`src/rtl/rx_timer_ctrl.sv`:
```
// ============================================================================
// rx_timer_ctrl
// ----------------------------------------------------------------------------
// Bit timer for a serial receiver. When the receiver control unit raises
// enable_timer, the block latches the bit period and the packet length. It
// then issues one shift_strobe per bit: N data bits plus the stop bit. One
// packet_done pulse follows the stop-bit strobe. The block then holds until
// enable_timer is released. All outputs are registered.
//
// Ports
//   clk          in   1   system clock, rising edge
//   rst          in   1   asynchronous reset, active-high
//   enable_timer in   1   high while packet reception is in progress
//   bit_period   in  14   clock cycles per bit, sampled at packet start
//   data_bits    in   4   data bits per packet (no stop bit), sampled at start
//   shift_strobe out  1   one-cycle pulse: shift register samples serial_in
//   packet_done  out  1   one-cycle pulse after the stop bit was sampled
//   bit_index    out  4   strobes issued in the current packet
//   busy         out  1   high whenever the FSM is not IDLE
//
// Build option
//   RX_TIMER_MIDSAMPLE_EN  when defined, the first strobe comes 1.5 bit
//                          periods after packet start, so every data bit is
//                          sampled mid-bit. Later strobes stay one period apart.
// ============================================================================
module rx_timer_ctrl (
    input  logic        clk,
    input  logic        rst,
    input  logic        enable_timer,
    input  logic [13:0] bit_period,
    input  logic [3:0]  data_bits,
    output logic        shift_strobe,
    output logic        packet_done,
    output logic [3:0]  bit_index,
    output logic        busy
);

    typedef enum logic [1:0] {
        IDLE  = 2'd0,
        COUNT = 2'd1,
        DONE  = 2'd2,
        HOLD  = 2'd3
    } state_t;

    state_t      state, state_nxt;
    logic [14:0] cnt, cnt_nxt;
    logic [13:0] p_lat, p_nxt;
    logic [3:0]  n_lat, n_nxt;
    logic [3:0]  idx_nxt;
    logic        strobe_nxt;
    logic        done_nxt;
    logic        busy_nxt;

    // Periods below 2 cannot produce distinct strobes; treat them as 2.
    function automatic logic [13:0] clamp_period(input logic [13:0] p);
        return (p < 14'd2) ? 14'd2 : p;
    endfunction

    // Only 5..8 data bits are meaningful; anything else means 8.
    function automatic logic [3:0] clamp_bits(input logic [3:0] n);
        return ((n < 4'd5) || (n > 4'd8)) ? 4'd8 : n;
    endfunction

    // The counter expires when it reaches zero, so load (delay - 1).
    // The 15-bit width holds 1.5 * 16383 without overflow.
    function automatic logic [14:0] first_load(input logic [13:0] p);
`ifdef RX_TIMER_MIDSAMPLE_EN
        return {1'b0, p} + {2'b00, p[13:1]} - 15'd1;
`else
        return {1'b0, p} - 15'd1;
`endif
    endfunction

    always_comb begin
        state_nxt  = state;
        cnt_nxt    = cnt;
        p_nxt      = p_lat;
        n_nxt      = n_lat;
        idx_nxt    = bit_index;
        strobe_nxt = 1'b0;
        done_nxt   = 1'b0;

        unique case (state)
            IDLE: begin
                if (enable_timer) begin
                    state_nxt = COUNT;
                    p_nxt     = clamp_period(bit_period);
                    n_nxt     = clamp_bits(data_bits);
                    idx_nxt   = 4'd0;
                    cnt_nxt   = first_load(clamp_period(bit_period));
                end
            end
            COUNT: begin
                if (!enable_timer) begin
                    // Abort: drop the packet without issuing anything further.
                    state_nxt = IDLE;
                    cnt_nxt   = 15'd0;
                    idx_nxt   = 4'd0;
                end else if (bit_index == n_lat + 4'd1) begin
                    // The stop-bit strobe was issued last cycle.
                    state_nxt = DONE;
                    done_nxt  = 1'b1;
                    cnt_nxt   = 15'd0;
                end else if (cnt == 15'd0) begin
                    strobe_nxt = 1'b1;
                    idx_nxt    = bit_index + 4'd1;
                    cnt_nxt    = {1'b0, p_lat} - 15'd1;
                end else begin
                    cnt_nxt = cnt - 15'd1;
                end
            end
            DONE: begin
                state_nxt = HOLD;
            end
            HOLD: begin
                // A new packet needs enable_timer to drop first.
                if (!enable_timer) begin
                    state_nxt = IDLE;
                end
            end
            default: begin
                state_nxt = IDLE;
            end
        endcase

        busy_nxt = (state_nxt != IDLE);
    end

    always_ff @(posedge clk or posedge rst) begin
        if (rst) begin
            state <= IDLE;
        end else begin
            state <= state_nxt;
        end
    end

    always_ff @(posedge clk or posedge rst) begin
        if (rst) begin
            cnt          <= 15'd0;
            p_lat        <= 14'd0;
            n_lat        <= 4'd0;
            bit_index    <= 4'd0;
            shift_strobe <= 1'b0;
            packet_done  <= 1'b0;
            busy         <= 1'b0;
        end else begin
            cnt          <= cnt_nxt;
            p_lat        <= p_nxt;
            n_lat        <= n_nxt;
            bit_index    <= idx_nxt;
            shift_strobe <= strobe_nxt;
            packet_done  <= done_nxt;
            busy         <= busy_nxt;
        end
    end

endmodule

```
`config.mk`:
```
export PLATFORM = sky130hd
export DESIGN_NAME = rx_timer_ctrl
export DESIGN_NICKNAME = d
export VERILOG_FILES = /design/src/rtl/rx_timer_ctrl.sv
export SDC_FILE = /design/constraint.sdc
export NUM_CORES = 1
export LEC_CHECK = 0
export CORE_ASPECT_RATIO = 1.4
export CORE_MARGIN = 5
export CORE_UTILIZATION = 55
export CTS_BUF_LIST = sky130_fd_sc_hd__clkbuf_4
export CTS_CLUSTER_SIZE = 14
export DETAILED_ROUTE_END_ITERATION = 8
export PLACE_DENSITY = 0.79
export SYNTH_ARGS = -nofsm -noshare
export SYNTH_HDL_FRONTEND = slang
export SYNTH_SLANG_ARGS = --single-unit
```
`constraint.sdc`:
```
create_clock -name clk -period 6.07 [get_ports clk]
set_clock_uncertainty 0.2 [all_clocks]
set_input_delay 0.9105 -clock clk [delete_from_list [all_inputs] [get_ports clk]]
set_output_delay 0.9105 -clock clk [all_outputs]
set_load 0.05 [all_outputs]
```
Word-level counts from Yosys, hierarchy flattened
Index checks and enable logic that the tools add are counted.
- add/sub/neg operators: 5
- magnitude comparators: 3
- equal/unequal tests: 7
- muxes and demuxes: 24
- reduce and logical (&&, ||, !) cells: 8
- operators with widths (cell ; count):
    2-to-1 mux 15 bit ; 4
    one-hot mux 15 bit (2 select lines) ; 1
    subtractor 14 x 1 -> 15 bit, second input constant ; 2
    2-to-1 mux 4 bit ; 5
    zero test 15 bit ; 1
    subtractor 15 x 1 -> 15 bit, second input constant ; 1
    < comparator 14 x 2 -> 1 bit, second input constant ; 1
    2-to-1 mux 14 bit ; 1
    adder 4 x 1 -> 4 bit, second input constant ; 2
    2-to-1 mux 2 bit ; 4
    one-hot mux 2 bit (4 select lines) ; 1
    one-hot mux 4 bit (2 select lines) ; 1
    2-to-1 mux 1 bit ; 7
    != test 3 bit, second input constant ; 2
    == test 2 bit, second input constant ; 2
    == test 4 bit ; 1
    greater-than comparator 4 bit, second input constant ; 1
    < comparator 4 x 3 -> 1 bit, second input constant ; 1
    AND reduction 2 bit ; 2
    AND reduction 4 bit ; 1
    nonzero test 2 bit ; 2
    == test 2 x 1 -> 1 bit, second input constant ; 1
    zero test 2 bit ; 1
    != test 2 bit, second input constant ; 1
    logical OR 1 bit ; 1
- flip-flop bits (word level): 42
- input port bits: 21
- output and inout bits: 7
- word-level logic and storage cells: 55

Depth between registers and ports, before layout
- depth after elaboration: 6
- mapped depth: 12

Worst setup path before layout
No wires, ideal clock.
- path type: input -> register
- start point: input port bit_period[11]
- end point: register cnt[12]
- arrival time: 3174 ps
- required time: 5739 ps
- slack: 2565 ps
- stages on the path: 11
- buffers on the path: 0
- path through: or4_1 or2_2 nand2b_1 o31ai_1 ha_1 nand2b_1 nor4_1 xnor2_1 o21ai_0 o21ai_0 o21ai_1
- longest elaborated chain between the ends: 5
- ends and longest elaborated chain (what ; RTL line ; RTL):
    start, declared ; 30 ; input logic [13:0] bit_period,
    < comparator 14 x 2 -> 1 bit ; 56 ; return (p < 14'd2) ? 14'd2 : p;
    2-to-1 mux 14 bit * ; 56 ;
    subtractor 14 x 1 -> 15 bit * ; 70 ; return {1'b0, p} - 15'd1;
    2-to-1 mux 15 bit * ; 85 ; if (enable_timer) begin
    one-hot mux 15 bit (2 select lines) * ; 83 ; unique case (state)
    end signal, assigned ; 147 ; cnt <= cnt_nxt;
    end, declared ; 46 ; logic [14:0] cnt, cnt_nxt;
Every way passes the cells marked *; elsewhere a longest branch is shown, timed or not. The select of a mux whose other input is x is not followed.
A chain may end at the register's enable or synchronous reset.

Final worst setup path
- start point: register cnt[8]
- end point: register cnt[10]
- longest elaborated chain between the ends: 5
- elaborated cells on any way between the ends: 6
- those cells by class: 1 x add/sub; 4 x mux; 1 x reduce/logical
- ends and longest elaborated chain (what ; RTL line ; RTL):
    subtractor 15 x 1 -> 15 bit / zero test 15 bit (equally long branches) ; 109, 104 ;
    2-to-1 mux 15 bit * ; 104 ; end else if (cnt == 15'd0) begin
    2-to-1 mux 15 bit * ; 99 ; end else if (bit_index == n_lat + 4'd1) begin
    2-to-1 mux 15 bit * ; 94 ; if (!enable_timer) begin
    one-hot mux 15 bit (2 select lines) * ; 83 ;
Every way passes the cells marked *; elsewhere a longest branch is shown, timed or not.

==> out/results.tsv <==
metric	value	unit
reg2reg_depth	11	
tightestPinTransition	1.10	ns
remaining_drc_errors	0	
power_density	257	nW/um^2
clkTransAtPathRegs	0.13	ns
max-cap-violations	0	
clockPowerShare	18.6	%
fin_ws	1.66	ns
synthTopCellsByArea	dfrtp_1 40%, nand2_1 7.6%, nor2_1 4.0%, xor2_1 4.0%, o21ai_0 3.8%	
slew_violations	0	
die_area	6250	um^2
fin_util	65.7	%
switching_power	0.295	mW
place_inst	393	
grt_setup_unrepaired	false	
hold_viol	0	
hold_depth	2	
overflow	0	
synth-edff-count	0	
ios	28	
cts_resized	0	
routed_via_density	6.19	
critPathKind	flip-flop to flip-flop	
cp-start-kind	flip-flop	
drive_gt1_share	6.80	%
syn_to_final_growth	14.9	%
io_buffer_count	27	
chipHeight	91.5	um
synth_area_leader_cell	dfrtp_1	
drtAntennaViolNets	0	
cp.required	6.17	ns
diodes	0	
final_cell_area	3000	um^2
drt_iter0_markers	187	
ys_seq_area_share	40.2	%
fin_crit	4.41	ns
endpoint_kind	flip-flop	
grt_pass1_wl	11900	um
internal_power	0.477	mW
crit_chain	nor4_1 -> nand4b_2 -> nor2_1 -> a21oi_1 -> ha_1 -> or3b_2 -> nor2_1 -> o21ai_1 -> nor4_1 -> or3_1 -> nand3_1	
die_w	68.2	um
ir_drop	169	uV
setup-tns-final	0	ns
period_share	72.6	%
cts_root_buf	clkbuf_4	
numCtsBuffers	5	
ys_types	52	
yosysTopAreaCellShare	40.2	%
yosys_warnings	0	
wire_per_inst	17.4	um
cp_max_fo	13	
dp_hpwl	4940	um
async_reset_ff_share	100	%
clockBufferDepth	2	
netlist_top_cells_count	53 x nand2_1, 42 x dfrtp_1, 28 x nor2_1	
regToRegSetupSlack	1.66	ns
wl	6970	um
layout.nets	363	
arrival	4.51	ns
p_leak	1.24	nW
placed_cell_area	2950	um^2
cpMaxStageDelayCell	nor2_1	
fill_cells	434	
place_congestion	0.970	
post-cts-setup-buffer-count	0	
initial_core_util	57.1	%
instances_no_fill	400	
dr_total_vias	2477	
yosysMostFrequentCell	nand2_1	
syn_inst	310	
final-setup-viol-count	0	
antenna_found_initial	0	
outcome	finished, final reports clean	
syn_avg_cell_area	8.42	um^2
cts_hold_repair.buffers	0	
cpPeakStageDelay	0.90	ns
worst_hold_slack	0.303	ns
hold_class	flip-flop to flip-flop	
groute.usage.overall	24.6	%
htree_levels	2	
cts_tree	done	
power_frac_comb	31.7	%
power_frac_seq	49.7	%
dr.pass1.iters	5	
grt_max_degree	43	
total_power	0.772	mW
cts_sinks	42	
synth_ff_type	dfrtp_1	
synth_seq_cells	42	
switching_share	38.2	%
coreArea	4570	um^2
relSlewSlack	25.2	%
synthesis.area	2610	um^2
worst_skew_pair.late_latency	0.36	ns
max_freq	0.227	GHz
rows	29	
grt_pass1_vias	2520	
place_ws	1.80	ns
syn-num-nets	335	
==> kinds of logic after synthesis <==
group	share of synthesized area, %
AND/OR/NAND/NOR	27.9
AO/OA/AOI/OAI	18.7
buffers and inverters	2.54
multiplexers	0.767
adder cells (fa/ha/maj)	1.92
flip-flops	40.2
XOR/XNOR	7.91
==> worst max-delay path, delay by kind of cell (launching register included) <==
| kind | cells | cell delay [ns] |
|---|---|---|
| AND/OR/NAND/NOR | 8 | 2.81 |
| AO/OA/AOI/OAI | 2 | 0.63 |
| adder cells (fa/ha/maj) | 1 | 0.28 |
| flip-flops | 1 | 0.43 |
==> cell type report <==
type                       instances  area [um^2]  share of cell area [%]
multi-input combinational        251         1490                    49.8
sequential                        42         1050                    35.0
timing repair buffer              31          300                    10.0
tap                               62         77.6                    2.58
clock buffer                       7         52.6                    1.75
inverter                           7         26.3                   0.875
==> flip-flops by register name, indices dropped and copies added, names as in the netlist <==
name	cells
bit_index	4
busy	1
cnt	15
n_lat	4
p_lat	14
packet_done	1
shift_strobe	1
state	2
==> power groups by stage <==
stage          combinational (mW)  sequential (mW)  clock, mW
2_1_floorplan               0.175            0.374          0
3_3_place_gp                0.236            0.387          0
3_5_place_dp                0.243            0.388          0
4_1_cts                     0.244            0.382      0.145
5_1_grt                     0.273            0.391      0.158
6_report                    0.245            0.384      0.144
==> worst paths after layout <==
kind	start	endpoint
setup / recovery	cnt[8]$_DFFE_PP0P_	cnt[10]$_DFFE_PP0P_
hold / removal	p_lat[13]$_DFFE_PP0P_	p_lat[13]$_DFFE_PP0P_
setup reg to reg	cnt[8]$_DFFE_PP0P_	cnt[10]$_DFFE_PP0P_
hold reg to reg	p_lat[13]$_DFFE_PP0P_	p_lat[13]$_DFFE_PP0P_
max in group asynchronous	rst	state[0]$_DFF_PP0_
min in group asynchronous	rst	p_lat[10]$_DFFE_PP0P_
==> cells in the final DEF (no fill, tap or decap), drive strengths merged, types with 3 or more instances in the layout <==
master          n
nand3          10
ha              4
or2             4
or3             5
a31oi           5
a21oi          13
nand2          53
clkbuf          7
nor4           15
nor2           29
o21ai          24
o31ai           4
o211ai          4
buf             4
dfrtp          42
a22oi           4
xor2           12
a211oi          4
clkdlybuf4s50  27
nand2b          3
a21o            3
nor2b           5
inv             7
or4             4
nor3           12
xnor2           9
==> metal layers <==
layer | wire (um) | vias up | track usage, %
met2 | 3540 | 104 | 40.1
met4 | 165 | 0 | 9.95
met1 | 2810 | 1169 | 31.1
met5 | 0 | - | 0
met3 | 450 | 20 | 5.06
li1 | - | 1184 | -
No activity file was read; power rests on OpenSTA's default activity.
